==> src/rtl/writeback_pkg.sv <==
// Shared types for the register-file writeback stage.
package writeback_pkg;

   typedef logic [0:63] word_t;
   typedef logic [0:4]  reg_addr_t;
   typedef logic [0:3]  flags_t;

   localparam reg_addr_t FLAGS_REG = 5'd30;

   typedef struct packed {
      reg_addr_t addr;
      word_t     data;
   } ld_entry_t;

endpackage

==> src/rtl/writeback_if.sv <==
// ALU/load result inputs and register-file write port of the writeback stage.
interface writeback_if;
   import writeback_pkg::*;

   logic      alu_valid;
   logic      alu_ready;
   reg_addr_t alu_addr;
   word_t     alu_data;
   logic      alu_setflags;
   flags_t    alu_flags;

   logic      ld_valid;
   logic      ld_ready;
   reg_addr_t ld_addr;
   word_t     ld_data;

   logic [0:0] write_enable;
   reg_addr_t  write_addr;
   word_t      write_data;
   logic       setflags;
   flags_t     flags;
   logic       ld_pending;

   modport slave (
      input  alu_valid, alu_addr, alu_data, alu_setflags, alu_flags,
      input  ld_valid, ld_addr, ld_data,
      output alu_ready, ld_ready,
      output write_enable, write_addr, write_data, setflags, flags, ld_pending
   );

   modport master (
      output alu_valid, alu_addr, alu_data, alu_setflags, alu_flags,
      output ld_valid, ld_addr, ld_data,
      input  alu_ready, ld_ready,
      input  write_enable, write_addr, write_data, setflags, flags, ld_pending
   );

endinterface

==> src/rtl/wb_load_fifo.sv <==
// Synchronous FIFO buffering load results until they win the write port.
module wb_load_fifo
   import writeback_pkg::*;
#(
   parameter int DEPTH = 4
) (
   input  logic                   clk,
   input  logic                   rst,
   input  logic                   push,
   input  ld_entry_t              push_data,
   input  logic                   pop,
   output ld_entry_t              pop_data,
   output logic                   full,
   output logic                   empty,
   output logic [$clog2(DEPTH):0] count
);

   localparam int PTR_W = $clog2(DEPTH);

   ld_entry_t        mem [DEPTH];
   logic [PTR_W-1:0] wr_ptr;
   logic [PTR_W-1:0] rd_ptr;
   logic             do_push;
   logic             do_pop;

   assign full     = (count == (PTR_W+1)'(DEPTH));
   assign empty    = (count == '0);
   assign do_push  = push && !full;
   assign do_pop   = pop && !empty;
   assign pop_data = mem[rd_ptr];

   // Storage needs no reset: count gates every read.
   always_ff @(posedge clk) begin
      if (do_push) begin
         mem[wr_ptr] <= push_data;
      end
   end

   always_ff @(posedge clk or posedge rst) begin
      if (rst) begin
         wr_ptr <= '0;
         rd_ptr <= '0;
         count  <= '0;
      end else begin
         if (do_push) begin
            wr_ptr <= wr_ptr + PTR_W'(1);
         end
         if (do_pop) begin
            rd_ptr <= rd_ptr + PTR_W'(1);
         end
         case ({do_push, do_pop})
            2'b10:   count <= count + (PTR_W+1)'(1);
            2'b01:   count <= count - (PTR_W+1)'(1);
            default: count <= count;
         endcase
      end
   end

endmodule

==> src/rtl/writeback_stage.sv <==
// Arbitrates ALU and buffered load results onto the single register-file write port;
// ALU wins unless it has held the port MAX_ALU_STREAK times while a load waits.
module writeback_stage
   import writeback_pkg::*;
#(
   parameter int LD_FIFO_DEPTH  = 4,
   parameter int MAX_ALU_STREAK = 3
) (
   input logic        clk,
   input logic        rst,
   writeback_if.slave wb
);

   localparam int STREAK_W = $clog2(MAX_ALU_STREAK + 1);

   ld_entry_t                     ld_entry;
   ld_entry_t                     ld_head;
   logic                          fifo_full;
   logic                          fifo_empty;
   logic [$clog2(LD_FIFO_DEPTH):0] fifo_count;
   logic                          ld_push;
   logic [STREAK_W-1:0]           streak;
   logic                          force_load;
   logic                          alu_grant;
   logic                          ld_grant;
   reg_addr_t                     grant_addr;
   word_t                         grant_data;

   assign ld_entry.addr = wb.ld_addr;
   assign ld_entry.data = wb.ld_data;
   assign ld_push       = wb.ld_valid && wb.ld_ready;

   wb_load_fifo #(.DEPTH(LD_FIFO_DEPTH)) u_load_fifo (
      .clk       (clk),
      .rst       (rst),
      .push      (ld_push),
      .push_data (ld_entry),
      .pop       (ld_grant),
      .pop_data  (ld_head),
      .full      (fifo_full),
      .empty     (fifo_empty),
      .count     (fifo_count)
   );

   assign wb.ld_pending = !fifo_empty;
   assign wb.ld_ready   = !fifo_full;
   assign force_load    = wb.ld_pending && (streak == STREAK_W'(MAX_ALU_STREAK));
   assign wb.alu_ready  = !force_load;
   assign alu_grant     = wb.alu_valid && wb.alu_ready;
   assign ld_grant      = wb.ld_pending && !alu_grant;

   always_comb begin
      grant_addr = ld_head.addr;
      grant_data = ld_head.data;
      if (alu_grant) begin
         grant_addr = wb.alu_addr;
         grant_data = wb.alu_data;
      end
   end

   // Streak only counts ALU wins that actually made a load wait.
   always_ff @(posedge clk or posedge rst) begin
      if (rst) begin
         streak <= '0;
      end else if (!wb.ld_pending || ld_grant) begin
         streak <= '0;
      end else if (alu_grant && (streak != STREAK_W'(MAX_ALU_STREAK))) begin
         streak <= streak + STREAK_W'(1);
      end
   end

   // Register 30 is owned by flags; data writes to it are accepted and dropped.
   always_ff @(posedge clk or posedge rst) begin
      if (rst) begin
         wb.write_enable <= '0;
         wb.write_addr   <= '0;
         wb.write_data   <= '0;
         wb.setflags     <= 1'b0;
         wb.flags        <= '0;
      end else begin
         wb.write_enable <= 1'((alu_grant || ld_grant) && (grant_addr != FLAGS_REG));
         if (alu_grant || ld_grant) begin
            wb.write_addr <= grant_addr;
            wb.write_data <= grant_data;
         end
         wb.setflags <= alu_grant && wb.alu_setflags;
         if (alu_grant && wb.alu_setflags) begin
            wb.flags <= wb.alu_flags;
         end
      end
   end

endmodule

==> src/flat_wrapper.sv <==
// flat-port wrapper written by rule: the top's interface ports become plain ports
module writeback_stage_flat import writeback_pkg::*;
#(
   parameter int LD_FIFO_DEPTH  = 4,
   parameter int MAX_ALU_STREAK = 3
)
  (clk, rst, wb_alu_valid, wb_alu_addr, wb_alu_data, wb_alu_setflags, wb_alu_flags, wb_ld_valid, wb_ld_addr, wb_ld_data, wb_alu_ready, wb_ld_ready, wb_write_enable, wb_write_addr, wb_write_data, wb_setflags, wb_flags, wb_ld_pending);
  writeback_if wb_i ();
  input logic clk;
  input logic rst;
  input wire logic [$bits(wb_i.alu_valid)-1:0] wb_alu_valid;
  input wire logic [$bits(wb_i.alu_addr)-1:0] wb_alu_addr;
  input wire logic [$bits(wb_i.alu_data)-1:0] wb_alu_data;
  input wire logic [$bits(wb_i.alu_setflags)-1:0] wb_alu_setflags;
  input wire logic [$bits(wb_i.alu_flags)-1:0] wb_alu_flags;
  input wire logic [$bits(wb_i.ld_valid)-1:0] wb_ld_valid;
  input wire logic [$bits(wb_i.ld_addr)-1:0] wb_ld_addr;
  input wire logic [$bits(wb_i.ld_data)-1:0] wb_ld_data;
  output wire logic [$bits(wb_i.alu_ready)-1:0] wb_alu_ready;
  output wire logic [$bits(wb_i.ld_ready)-1:0] wb_ld_ready;
  output wire logic [$bits(wb_i.write_enable)-1:0] wb_write_enable;
  output wire logic [$bits(wb_i.write_addr)-1:0] wb_write_addr;
  output wire logic [$bits(wb_i.write_data)-1:0] wb_write_data;
  output wire logic [$bits(wb_i.setflags)-1:0] wb_setflags;
  output wire logic [$bits(wb_i.flags)-1:0] wb_flags;
  output wire logic [$bits(wb_i.ld_pending)-1:0] wb_ld_pending;
  assign wb_i.alu_valid = wb_alu_valid;
  assign wb_i.alu_addr = wb_alu_addr;
  assign wb_i.alu_data = wb_alu_data;
  assign wb_i.alu_setflags = wb_alu_setflags;
  assign wb_i.alu_flags = wb_alu_flags;
  assign wb_i.ld_valid = wb_ld_valid;
  assign wb_i.ld_addr = wb_ld_addr;
  assign wb_i.ld_data = wb_ld_data;
  assign wb_alu_ready = wb_i.alu_ready;
  assign wb_ld_ready = wb_i.ld_ready;
  assign wb_write_enable = wb_i.write_enable;
  assign wb_write_addr = wb_i.write_addr;
  assign wb_write_data = wb_i.write_data;
  assign wb_setflags = wb_i.setflags;
  assign wb_flags = wb_i.flags;
  assign wb_ld_pending = wb_i.ld_pending;
  writeback_stage #(.LD_FIFO_DEPTH(LD_FIFO_DEPTH), .MAX_ALU_STREAK(MAX_ALU_STREAK)) u_core (.clk(clk), .rst(rst), .wb(wb_i));
endmodule
==> config.mk <==
export PLATFORM = sky130hd
export DESIGN_NAME = writeback_stage_flat
export DESIGN_NICKNAME = d
export VERILOG_FILES = /design/src/rtl/writeback_pkg.sv /design/src/rtl/writeback_if.sv /design/src/rtl/wb_load_fifo.sv /design/src/rtl/writeback_stage.sv /design/src/flat_wrapper.sv
export SDC_FILE = /design/constraint.sdc
export NUM_CORES = 1
export LEC_CHECK = 0
export ABC_AREA = 1
export BUFFER_PORTS_ARGS = -buffer_cell sky130_fd_sc_hd__buf_2
export CORE_MARGIN = 1
export CORE_UTILIZATION = 55
export CTS_CLUSTER_DIAMETER = 80
export CTS_CLUSTER_SIZE = 16
export DETAILED_ROUTE_END_ITERATION = 10
export GPL_TIMING_DRIVEN = 0
export PLACE_DENSITY = 0.78
export SYNTH_ARGS = -nofsm -noshare
export SYNTH_HDL_FRONTEND = slang
export SYNTH_SLANG_ARGS = --single-unit
==> constraint.sdc <==
create_clock -name clk -period 8.7 [get_ports clk]
set_clock_uncertainty 0.1 [all_clocks]
set_input_delay 1.74 -clock clk [delete_from_list [all_inputs] [get_ports clk]]
set_output_delay 1.74 -clock clk [all_outputs]
set_load 0.1 [all_outputs]
==> results.rst <==
.. list-table::
   :header-rows: 1

   * - Metric
     - Value
   * - Critical path buffer and inverter count
     - 1
   * - Largest cells by area after synthesis
     - sky130_fd_sc_hd__edfxtp_1, sky130_fd_sc_hd__dfrtp_1, sky130_fd_sc_hd__nor2_1
   * - Number of iterations in the first detailed-routing pass
     - 5
   * - Total count of hold-check failures in the final report
     - 0
   * - Global-route wire length before repair
     - 53.2 mm
   * - Ratio of cells with drive above 1 in the final layout
     - 0.221
   * - Number of rows in the core area
     - 58
   * - Netlist area before placement
     - 14100 um2
   * - Run status
     - completed
   * - Vias per inst
     - 5.68
   * - Avg Cell Area, Syn
     - 12.3 um2
   * - Number of buffers inserted for hold repair after clock tree synthesis
     - 0
   * - Highest achievable clock rate
     - 0.274 GHz
   * - Unrepaired setup endpoints after global routing
     - no
   * - Setup tns final
     - 0 ps
   * - Net switching power figure
     - 3.20 mW
   * - Normalized max-slew margin
     - 0.428
   * - Slack of the worst reg-to-reg path
     - 6250 ps
   * - Net count reported at finish
     - 1558
   * - Share of synthesized area occupied by flip-flops and latches
     - 0.739
   * - Area of all placed cells without fillers
     - 16600 um2
   * - Worst vdd rail ir drop
     - 0.335 mV
   * - Port bufs
     - 224
   * - Dominant cell by count in the synthesized netlist
     - sky130_fd_sc_hd__edfxtp_1
   * - Syn Nets
     - 1296
   * - Vias in the first global route
     - 9943
   * - Count of unique library cells instantiated by Yosys
     - 23
   * - Pleak
     - 6.48 nW
   * - Worst hold slack across all endpoints
     - 338 ps
   * - Critical path capture point type
     - output port
   * - Clk Latency, worst-skew pair
     - 540 ps
   * - Final setup violating endpoints
     - 0
   * - Footprint of the flip-flops and latches
     - 10400 um2
   * - TritonCTS clock tree
     - done
   * - Post-layout util
     - 0.662
   * - Pin count of the biggest net entering global routing
     - 44
   * - Post-synth top flop
     - sky130_fd_sc_hd__edfxtp_1
   * - Average wire length per cell after detail routing
     - 19.7 um
   * - Switching share of total power
     - 0.475
   * - Post-detailed-placement half-perimeter wirelength
     - 22.8 mm
   * - Antenna-violating nets left
     - 0
   * - Number of antenna violations at the first check in global routing
     - 6
   * - Final Max Slew Viols
     - 0
   * - Category of the worst setup path launch point
     - register
   * - Overall die height
     - 162 um
   * - Clock Pin Slew Worst Setup and Hold Paths
     - 70 ps
   * - Worst path most repeated cell
     - sky130_fd_sc_hd__nand2_4
   * - Final period util
     - 0.420
   * - Combined area of the multi-input logic cells
     - 3260 um2
   * - Combinational fraction of design power
     - 0.464
   * - RePlAce Congestion
     - 0.833
   * - Minimum clock period after layout
     - 3650 ps
   * - Global-route usage over all layers
     - 0.266
   * - Count of clock tree sinks
     - 360
   * - Buffer type at the clock tree root
     - sky130_fd_sc_hd__clkbuf_16
   * - Number of cells upsized or downsized after cts
     - 0
   * - Yosys top cell area share
     - 0.590
   * - Sequential share of power
     - 0.368
   * - Most instantiated cells after synthesis
     - sky130_fd_sc_hd__edfxtp_1, sky130_fd_sc_hd__nor2_1, sky130_fd_sc_hd__nand2_1
   * - Standard cell area after detailed placement
     - 15800 um2
   * - Worst Max-Slew Pin Slew
     - 856 ps
   * - Largest delay share family, worst path
     - flip-flops
   * - Ports
     - 225
   * - Maximum fanout count along the critical path
     - 6
   * - Area Growth Syn to Fin
     - 18.2%
   * - CTS H-tree lvls
     - 1
   * - Gate Count Post-Synth
     - 1142
   * - Pint
     - 3.54 mW
   * - Flop and latch count out of synthesis
     - 360
   * - Starting DRC count in detailed routing
     - 855
   * - Portion of total power attributed to the clock network
     - 0.168
   * - Count of synthesis-stage warnings from yosys
     - 0
   * - Number of max-cap violations
     - 0
   * - Count of buffers added by post-CTS timing repair for setup
     - 0
   * - Initial cell density of the core
     - 0.560
   * - DRT Wirelength
     - 34.6 mm
   * - Crit-path cells
     - nor2_4, nand2_4, nand2_4, buf_2
   * - Required time worst endpoint
     - 6860 ps
   * - Clock Path Buffers
     - 3
   * - Die Outline Area
     - 26200 um2
   * - Die span in x
     - 162 um
   * - Classification of the worst-slack hold path
     - register to register
   * - TritonCTS Buffers
     - 26
   * - Fraction of synthesis flops using an asynchronous set or reset pin
     - 0.233
   * - Worst EP arrival
     - 1810 ps
   * - Slowest cell on the critical path
     - sky130_fd_sc_hd__dfrtp_1
   * - Max incr delay on CP
     - 440 ps
   * - Post-layout total power
     - 6.74 mW
   * - Crit Path Class
     - register to output port
   * - Number of DRC violations after detailed routing
     - 0
   * - Total power per unit cell area
     - 406 nW/um2
   * - Area leader, netlist
     - sky130_fd_sc_hd__edfxtp_1
   * - Total number of vias
     - 9994
   * - Total global routing overflow
     - 0
   * - EDFF count, synth
     - 276
   * - Total core area
     - 25100 um2
   * - Count of fill cells added during filler insertion
     - 1866
-- worst paths after layout --
check,startpoint,end,depth (start not counted)
hold / removal,u_core.streak[0]$_DFFE_PP0P_,u_core.streak[0]$_DFFE_PP0P_,1
setup reg to reg,u_core.u_load_fifo.count[0]$_DFFE_PP0P_,u_core.u_load_fifo.count[2]$_DFFE_PP0P_,9
min in group asynchronous,rst,u_core.wb.write_data[10]$_DFFE_PP0P_,2
max in group asynchronous,rst,u_core.wb.write_addr[3]$_DFFE_PP0P_,3
hold reg to reg,u_core.streak[0]$_DFFE_PP0P_,u_core.streak[0]$_DFFE_PP0P_,1
setup / recovery,u_core.u_load_fifo.count[0]$_DFFE_PP0P_,wb_alu_ready,4
-- cell type report --
| class | count | area share |
|---|---|---|
| sequential | 360 | 0.625 |
| multi-input combinational | 686 | 0.196 |
| timing repair buffer | 234 | 0.0809 |
| clock buffer | 46 | 0.0450 |
| tap | 330 | 0.0249 |
| buffer | 74 | 0.0213 |
| inverter | 22 | 0.00512 |
| antenna | 6 | 0.000904 |
| clock inverter | 1 | 0.000527 |
-- layout by cell type, fill, tap and decap left out --
cell                        count
sky130_fd_sc_hd__a31oi_1       65
sky130_fd_sc_hd__nand2_1      179
sky130_fd_sc_hd__clkbuf_16     27
sky130_fd_sc_hd__clkbuf_1      52
sky130_fd_sc_hd__o21a_1         1
sky130_fd_sc_hd__o21ai_0      133
sky130_fd_sc_hd__buf_2        255
sky130_fd_sc_hd__buf_4         10
sky130_fd_sc_hd__xor2_1         4
sky130_fd_sc_hd__fa_1           1
sky130_fd_sc_hd__nand3_2        1
sky130_fd_sc_hd__nand2_4        3
sky130_fd_sc_hd__o22ai_1       64
sky130_fd_sc_hd__inv_1         19
sky130_fd_sc_hd__inv_2          2
sky130_fd_sc_hd__edfxtp_1     276
sky130_fd_sc_hd__a21oi_1        5
sky130_fd_sc_hd__ha_1           6
sky130_fd_sc_hd__nand3_1       11
sky130_fd_sc_hd__dfrtp_1       84
sky130_fd_sc_hd__xnor2_1        1
sky130_fd_sc_hd__buf_16         3
sky130_fd_sc_hd__inv_4          1
sky130_fd_sc_hd__nor2_1       205
sky130_fd_sc_hd__diode_2        6
sky130_fd_sc_hd__buf_12         7
sky130_fd_sc_hd__nor2_4         5
sky130_fd_sc_hd__inv_6          1
sky130_fd_sc_hd__nand3b_1       2
-- kinds of logic after synthesis --
logic type,after synthesis,share of synthesized area
DFF,360,0.739
and+or+nand+nor,406,0.113
adders and majority gates,7,0.00677
buffers and inverters,96,0.0311
xor gates and xnor gates,5,0.00312
AOI/OAI and AO/OA,268,0.107
-- state kept, by name, indices dropped and copies added (netlist names) --
| signal | flops |
|---|---|
| u_core.streak | 2 |
| u_core.u_load_fifo.count | 3 |
| u_core.u_load_fifo.mem | 276 |
| u_core.u_load_fifo.rd_ptr | 2 |
| u_core.u_load_fifo.wr_ptr | 2 |
| u_core.wb.flags | 4 |
| u_core.wb.setflags | 1 |
| u_core.wb.write_addr | 5 |
| u_core.wb.write_data | 64 |
| u_core.wb.write_enable | 1 |
-- layer usage --
metal / GRT usage / routed length (um) / vias to the layer above / share of wire
met5: 0 / 17 / - / 0.00049
met4: 0.0845 / 809 / 2 / 0.023
met3: 0.0518 / 2930 / 63 / 0.085
met2: 0.449 / 17100 / 464 / 0.50
met1: 0.351 / 13700 / 4866 / 0.40
li1: - / - / 4599 / -
-- power by group through the flow --
stage | Combinational [mW] | Clock [mW] | Sequential [mW]
2_1_floorplan | 1.08 | 0 | 3.76
5_1_grt | 3.33 | 1.21 | 2.52
4_1_cts | 3.13 | 1.14 | 2.48
6_report | 3.13 | 1.13 | 2.48
3_3_place_gp | 2.99 | 0 | 2.55
3_5_place_dp | 3.11 | 0 | 2.51
-- stage by stage --
stage,std cells,setup WS (ps)
2_1_floorplan,1142,3230
3_5_place_dp,1706,5030
3_3_place_gp,1696,837
4_1_cts,1753,5030
6_report,1759,5050
5_1_grt,1755,4960
Note: power is estimated with default switching activity, not from simulation.
